## src/rtl/mult_share_arbiter_pkg.sv

```systemverilog
// Shared types and defaults for the multiplier-sharing arbiter.
// FSM encoding is fixed: IDLE=0, LOAD=1, WAIT=2, DONE=3.
package mult_share_arbiter_pkg;

  localparam int DEF_NREQ = 4;
  localparam int DEF_OPW  = 8;

  typedef enum logic [1:0] {
    ST_IDLE = 2'd0,
    ST_LOAD = 2'd1,
    ST_WAIT = 2'd2,
    ST_DONE = 2'd3
  } state_t;

endpackage

```

## src/rtl/rr_pick.sv

```systemverilog
// Combinational round-robin picker: first set req bit at or above ptr, wrapping at N.
// Reusable by any shared-resource arbiter.
module rr_pick #(
  parameter int N  = 4,
  parameter int PW = $clog2(N)
) (
  input  logic [N-1:0]  req,
  input  logic [PW-1:0] ptr,
  output logic [PW-1:0] idx,
  output logic          valid
);

  localparam logic [PW:0] NV = (PW+1)'(N);

  logic [2*N-1:0] dbl;
  logic [N-1:0]   rot;
  logic [PW-1:0]  enc;
  logic [PW:0]    sum;

  // Rotate so ptr becomes bit 0, then the lowest set bit is the winner.
  assign dbl = {req, req};
  assign rot = dbl[ptr +: N];

  always_comb begin
    enc = '0;
    for (int j = N - 1; j >= 0; j--) begin
      if (rot[j]) enc = PW'(j);
    end
  end

  assign valid = |req;
  assign sum   = {1'b0, ptr} + {1'b0, enc};
  assign idx   = (sum >= NV) ? PW'(sum - NV) : sum[PW-1:0];

endmodule

```

## src/rtl/mult_share_arbiter.sv

```systemverilog
// Shares one sequential multiplier (ld / rdy handshake) among NREQ requesters, round-robin.
// Optional watchdog abort: define MULT_SHARE_ARBITER_WATCHDOG_EN.
module mult_share_arbiter
  import mult_share_arbiter_pkg::*;
#(
  parameter int NREQ    = DEF_NREQ,
  parameter int OPW     = DEF_OPW,
  parameter int TIMEOUT = 64
) (
  input  logic                clk,
  input  logic                reset,
  input  logic [NREQ-1:0]     req,
  input  logic [NREQ*OPW-1:0] a_in,
  input  logic [NREQ*OPW-1:0] b_in,
  output logic [NREQ-1:0]     gnt,
  output logic [NREQ-1:0]     done,
  output logic [2*OPW-1:0]    res,
  output logic                mult_ld,
  output logic [OPW-1:0]      mult_a,
  output logic [OPW-1:0]      mult_b,
  input  logic                mult_rdy,
  input  logic [2*OPW-1:0]    mult_res,
  output logic                err
);

  localparam int          PW = $clog2(NREQ);
  localparam logic [PW:0] NV = (PW+1)'(NREQ);

  state_t        state, state_nx;
  logic [PW-1:0] ptr, win, pick_idx, win_next;
  logic [PW:0]   win_inc;
  logic          pick_valid, guard, take, abort;

  rr_pick #(.N(NREQ), .PW(PW)) u_pick (
    .req   (req),
    .ptr   (ptr),
    .idx   (pick_idx),
    .valid (pick_valid)
  );

  assign win_inc  = {1'b0, win} + (PW+1)'(1);
  assign win_next = (win_inc == NV) ? '0 : win_inc[PW-1:0];

  // The guard cycle hides a ready left over from the previous operation.
  assign take = (state == ST_WAIT) && !guard && mult_rdy;

`ifdef MULT_SHARE_ARBITER_WATCHDOG_EN
  localparam int TW = $clog2(TIMEOUT + 1);
  logic [TW-1:0] wd_cnt;

  assign abort = (state == ST_WAIT) && !take && (wd_cnt == TW'(TIMEOUT - 1));

  always_ff @(posedge clk) begin
    if (reset) begin
      wd_cnt <= '0;
      err    <= 1'b0;
    end else begin
      err <= abort;
      if (state == ST_LOAD) wd_cnt <= '0;
      else if (state == ST_WAIT) wd_cnt <= wd_cnt + TW'(1);
    end
  end
`else
  assign abort = 1'b0;
  assign err   = 1'b0;
`endif

  always_ff @(posedge clk) begin
    if (reset) state <= ST_IDLE;
    else       state <= state_nx;
  end

  always_comb begin
    state_nx = state;
    case (state)
      ST_IDLE: if (pick_valid) state_nx = ST_LOAD;
      ST_LOAD: state_nx = ST_WAIT;
      ST_WAIT: begin
        if (take)       state_nx = ST_DONE;
        else if (abort) state_nx = ST_IDLE;
      end
      ST_DONE: state_nx = ST_IDLE;
      default: state_nx = ST_IDLE;
    endcase
  end

  always_comb begin
    mult_ld = (state == ST_LOAD);
    done    = (state == ST_DONE) ? gnt : '0;
  end

  // Operands and grant are captured once; nothing here looks at req after IDLE.
  always_ff @(posedge clk) begin
    if (reset) begin
      ptr    <= '0;
      win    <= '0;
      gnt    <= '0;
      res    <= '0;
      mult_a <= '0;
      mult_b <= '0;
      guard  <= 1'b0;
    end else begin
      case (state)
        ST_IDLE: begin
          if (pick_valid) begin
            win    <= pick_idx;
            gnt    <= NREQ'(1) << pick_idx;
            mult_a <= a_in[pick_idx*OPW +: OPW];
            mult_b <= b_in[pick_idx*OPW +: OPW];
          end
        end
        ST_LOAD: guard <= 1'b1;
        ST_WAIT: begin
          guard <= 1'b0;
          if (take) begin
            res <= mult_res;
          end else if (abort) begin
            gnt <= '0;
            ptr <= win_next;
          end
        end
        ST_DONE: begin
          gnt <= '0;
          ptr <= win_next;
        end
        default: ;
      endcase
    end
  end

endmodule

```

## config.mk

```make
export PLATFORM = sky130hd
export DESIGN_NAME = mult_share_arbiter
export DESIGN_NICKNAME = d
export VERILOG_FILES = /design/src/rtl/mult_share_arbiter_pkg.sv /design/src/rtl/rr_pick.sv /design/src/rtl/mult_share_arbiter.sv
export SDC_FILE = /design/constraint.sdc
export NUM_CORES = 1
export LEC_CHECK = 0
export ABC_AREA = 1
export BUFFER_PORTS_ARGS = -buffer_cell sky130_fd_sc_hd__buf_2
export CORE_MARGIN = 8
export CORE_UTILIZATION = 49
export CTS_CLUSTER_DIAMETER = 30
export DETAILED_ROUTE_END_ITERATION = 16
export PLACE_DENSITY = 0.87
export SKIP_LAST_GASP = 1
export SLEW_MARGIN = 0
export SYNTH_ARGS = -nofsm -noshare
export SYNTH_HDL_FRONTEND = slang
export SYNTH_SLANG_ARGS = --single-unit
```

## constraint.sdc

```tcl
create_clock -name clk -period 6 [get_ports clk]
set_input_delay 1.2 -clock clk [delete_from_list [all_inputs] [get_ports clk]]
set_output_delay 1.2 -clock clk [all_outputs]
set_load 0.1 [all_outputs]
```

**Yosys cells after proc, flatten, opt, wreduce, memory -nomap -nowiden**

Cells that the tools add are included.

- Muxes and demuxes: 13
- Shift operators: 4
- $mul: 0
- Bitwise gates (word level): 0
- Order comparisons: 1
- Equal/unequal tests: 6
- Div/mod/pow operators: 0
- Reduce and logical (&&, ||, !) cells: 11
- Add/sub/neg operators: 3

Operators by type and width:

| kind | count |
|---|---|
| $shiftx 32x6->8 | 2 |
| $mux 2 | 8 |
| $mux 4 | 2 |
| $pmux 2 s4 | 1 |
| $pmux 4 s2 | 1 |
| $reduce_and 2->1 | 4 |
| $shiftx 8x3->4 | 1 |
| $eq 2x2->1 const B | 2 |
| $ne 2x2->1 const B | 2 |
| $reduce_bool 2->1 | 2 |
| $reduce_or 4->1 | 1 |
| $shl 1x2->4 const A | 1 |
| $add 2x1->3 const B | 1 |
| $add 2x2->3 | 1 |
| $eq 3x3->1 const B | 1 |
| $ge 3x3->1 const B | 1 |
| $eq 2x1->1 const B | 1 |
| $logic_and 1x1->1 | 2 |
| $logic_not 2->1 | 1 |
| $pmux 1 s2 | 1 |
| $sub 2x1->2 const B | 1 |
| $logic_not 1->1 | 1 |

- Input bits: 87
- Latch bits: 0
- Memories: 0
- Memory bits (writable): 0
- Memory bits (read-only): 0
- Bits in registers: 43
- Output and inout port bits: 42

**Longest topological paths before layout**

- Depth in word-level cells: 11
- Mapped depth: 15

**By module**

A second synthesis with hierarchy kept.

- Cell total of the unflattened synthesis: 357
- Area total of the unflattened synthesis: 2391.0 um^2

By module, submodules not included:

| module | area each (um^2) | seq. area each (um^2) | times used | cells each |
|---|---|---|---|---|
| mult_share_arbiter | 2223.4 | 860.8 | 1 | 322 |
| rr_pick | 167.7 | 0.0 | 1 | 35 |

**Worst setup path after synthesis**

No wires, ideal clock.

- Path kind: input to register
- Start: input req[1]
- End: register mult_a[2]
- Library setup time: 0.117 ns
- Buffers on the path: 2
- Arrival time: 2.807 ns
- Setup slack: 3.076 ns
- Cell stages on the path: 12
- Data required time: 5.883 ns
- Path through: nand2_1 nand3_1 nand2_1 nand3_1 a21boi_0 ha_1 buf_2 dlymetal6s2s_1 mux2i_1 nand2_2 nand3_2 a21oi_2

- Longest elaborated chain between the ends: 9
- Elaborated cells between the ends (all ways): 12
- Classes of those cells: 2 x add/sub; 1 x order compare; 2 x shift; 5 x mux; 2 x reduce/logical

RTL lines:

| element | line | source |
|---|---|---|
| start: declaration | mult_share_arbiter.sv:12 | `input logic [NREQ-1:0] req,` |
| $shiftx 8x3->4 | rr_pick.sv:22 | `assign rot = dbl[ptr +: N];` |
| $mux 2 (4 in a row) | rr_pick.sv:27 | `if (rot[j]) enc = PW'(j);` |
| $add 2x2->3 | rr_pick.sv:32 | `assign sum = {1'b0, ptr} + {1'b0, enc};` |
| $ge 3x3->1 / $sub 2x1->2 (equally long branches) | rr_pick.sv:33 | `assign idx = (sum >= NV) ? PW'(sum - NV) : sum[PW-1:0];` |
| $mux 2 | rr_pick.sv:33 |  |
| $shiftx 32x6->8 | mult_share_arbiter.sv:108 | `mult_a <= a_in[pick_idx*OPW +: OPW];` |
| end signal: assignment | mult_share_arbiter.sv:108 |  |
| end: declaration | mult_share_arbiter.sv:19 | `output logic [OPW-1:0] mult_a,` |

Several ways; a longest one is shown, not always the timed one.
A chain may end at the register's enable or synchronous reset.

**Final worst setup path**

- Start: input req[3]
- End: register mult_b[4]

- Longest elaborated chain between the ends: 9
- Elaborated cells between the ends (all ways): 12
- Classes of those cells: 2 x add/sub; 1 x order compare; 2 x shift; 5 x mux; 2 x reduce/logical

RTL lines:

| element | line | source |
|---|---|---|
| $shiftx 8x3->4 | rr_pick.sv:22 |  |
| $mux 2 (4 in a row) | rr_pick.sv:27 |  |
| $add 2x2->3 | rr_pick.sv:32 |  |
| $ge 3x3->1 / $sub 2x1->2 (equally long branches) | rr_pick.sv:33 |  |
| $mux 2 | rr_pick.sv:33 |  |
| $shiftx 32x6->8 | mult_share_arbiter.sv:109 | `mult_b <= b_in[pick_idx*OPW +: OPW];` |
| end signal: assignment | mult_share_arbiter.sv:109 |  |
| end: declaration | mult_share_arbiter.sv:20 | `output logic [OPW-1:0] mult_b,` |

Several ways; a longest one is shown, not always the timed one.

==> flow_summary.toml <==
[status]
status = "completed"

[sta]
maxSlewViolCount = 0
hold_viol = 0
fin_crit_ps = 3154
fmax_mhz = 317.0
final.setup.tns_ps = 0
worst_slew_pin_slew_ps = 954.0
finalSetupViolations = 0
finalCritPeriodShare_pct = 52.57
fin_skew_ps = 10.47
slew-limit-headroom_pct = 36.16
rsz0062_at_grt = "no"

[detailed_routing]
vias = 2554
dr.pass1.iters = 4
route.detailed.drc = 0
routedWlPerCell_um = 14.55
wl_mm = 7.360
via_per_inst = 5.047
drt_iter0_markers = 103
drtAntennaViolNets = 0

[job]
cap_violations = 0

[clocking]
cts_buffers = 5
post_cts_buffers = 0
clock_path_buffers = 2
htree_levels = 2
cts_hold_buffers = 0
clock-sinks = 43
clk_latency_ps = 300
cts_tree = "yes"
cts_resized = 0
cts_root_buf = "clkbuf_8"
clk_pin_slew_ps = 90

[yosys]
syn-cell-area_mm2 = 0.002514
netlist_instances = 318
ys_types = 32
syn_nets = 412
yosysSeqAreaShare_pct = 34.25
yosysWarningCount = 0
synth-seq-cells = 43
syn_avg_cell_area_um2 = 7.905

[critical_path]
worstRegToRegCells = 11
worst-r2r-setup-slack_ps = 3260
rr_startpoint = "ptr[0]$_SDFFE_PP0P_"
critPathMaxFanout = 33
setup.worst_path.class = "input port to register"
endpoint_kind = "register"
crit_arrival_ps = 3330
required_ps = 6170
rr_endpoint = "mult_b[4]$_SDFFE_PP0P_"
worst_setup_path_start_kind = "input port"

[placement]
dp_hpwl_mm = 5.529
gp_congestion = 0.7764
numPortBuffers = 127

[floorplan]
die-area_mm2 = 0.007678
initial_core_util_pct = 49.85
dieWidth_um = 87.63
core-area_mm2 = 0.005042
rows = 26
die_h_um = 87.63
ioPinCount = 129

[finish]
final_common_cell = "buf_2"
drive_gt1_share_pct = 38.99
layout_common_cells = "buf_2, nand2_1, nor2_1"
final_core_util_pct = 64.17
layout.nets = 529
area_delta_synth_final_pct = 28.72
n_antenna_cell = 0

[power_and_ir_drop]
ir_drop_mv = 0.2572
p_leak_nw = 1.697
power.density_mw_per_mm2 = 610.9

[hold_path]
hold_path_class = "register to register"
whs_path_depth = 2
hold_end = "mult_b[3]$_SDFFE_PP0P_"
hold_path_startpoint = "mult_b[3]$_SDFFE_PP0P_"

[grt]
grt_pass1_wl_mm = 11.89
grt_max_degree = 34
antenna_found_initial = 0
grt_usage_pct = 19.09
grt_overflow = 0
grt_pass1_vias = 2645
[registers in the layout, summed over array words and instances (netlist names)]
signal,flops
guard,1
win,2
gnt,4
ptr,2
state,2
mult_a,8
mult_b,8
res,16
[cells in the mapped netlist (all sizes together)]
cell type | n | area share [%]
a21boi | 1 | 0.30
a21oi | 21 | 5.4
a221oi | 1 | 0.35
buf | 8 | 2.8
clkbuf | 9 | 2.5
clkinv | 1 | 0.20
conb | 1 | 0.15
dfxtp | 43 | 34
dlymetal6s2s | 1 | 0.50
ha | 7 | 3.5
inv | 17 | 2.5
mux2i | 32 | 13
nand2 | 61 | 12
nand3 | 36 | 9.3
nor2 | 47 | 7.0
nor3 | 1 | 0.20
nor3b | 1 | 0.30
o211a | 1 | 0.40
o211ai | 1 | 0.30
o21ai | 27 | 5.4
xnor2 | 1 | 0.35
[power by group]
group	switching [W]	internal [W]	leakage (nW)	total (W)
sequential	0.0000516	0.000379	0.353	0.000431
clock	0.000103	0.000166	0.0654	0.000270
combinational	0.000978	0.000298	1.28	0.00128
[metrics by stage]
stage               hold slack (ps)  worst slack [ps]  std cells  total power (W)  area (um^2)
floorplan                     453.3              3076        318         0.001543         2514
global placement              449.5              2579        498         0.001695         3103
detailed placement            456.2              2504        498         0.001717         3103
CTS                           468.9              2830        506         0.001989         3236
global route                  492.5              2593        506         0.002084         3236
finish                        468.8              2846        506         0.001977         3236
[final cells by class]
cell class / instances / area [um^2]
fill: 442 / 1807
multi-input combinational: 239 / 1443
sequential: 43 / 860.8
timing repair buffer: 128 / 643.1
tap: 70 / 87.58
clock buffer: 6 / 72.57
inverter: 18 / 68.82
clock inverter: 2 / 60.06
[worst max path at each step]
stage           start  slack [ps]  cells past startpoint                     end
2_1_floorplan  req[1]        3080                     12  mult_a[2]$_SDFFE_PP0P_
3_3_place_gp   req[1]        2580                     11  mult_b[4]$_SDFFE_PP0P_
3_5_place_dp   req[1]        2500                     11  mult_b[4]$_SDFFE_PP0P_
4_1_cts        req[1]        2830                     11  mult_b[4]$_SDFFE_PP0P_
5_1_grt        req[1]        2590                     11  mult_b[4]$_SDFFE_PP0P_
6_report       req[3]        2850                     11  mult_b[4]$_SDFFE_PP0P_
[kinds of logic (layout without fill, tap and decap cells)]
group	count (synthesis)	after routing	synth area share [%]
AND/OR/NAND/NOR	146	146	28.37
AO/OA/AOI/OAI	52	52	12.10
flip-flops	43	43	34.25
buffers and inverters	36	154	8.561
multiplexers	32	32	12.74
adder cells (fa/ha/maj)	7	7	3.484
other	1	1	0.1492
XOR/XNOR	1	1	0.3485
[worst max-delay path, cell delays in order]
cell      delay (ps)
buf_2            100
nand2_1           70
nand3_1          100
nand2_1           80
nand3_1           70
a21boi_0         110
ha_2             990
mux2i_1          330
nand3_1          100
nand3_1           90
a21oi_1           60
[per-layer routing]
metal  track usage, %  up-vias  part of all wire, %
li1                 -     1286                    -
met1            18.51     1148                   38
met2            34.37      105                   48
met3            9.381       15                   11
met4            6.563        0                  2.1
met5                0        -                    0
Note: power is estimated with default switching activity, not from simulation.
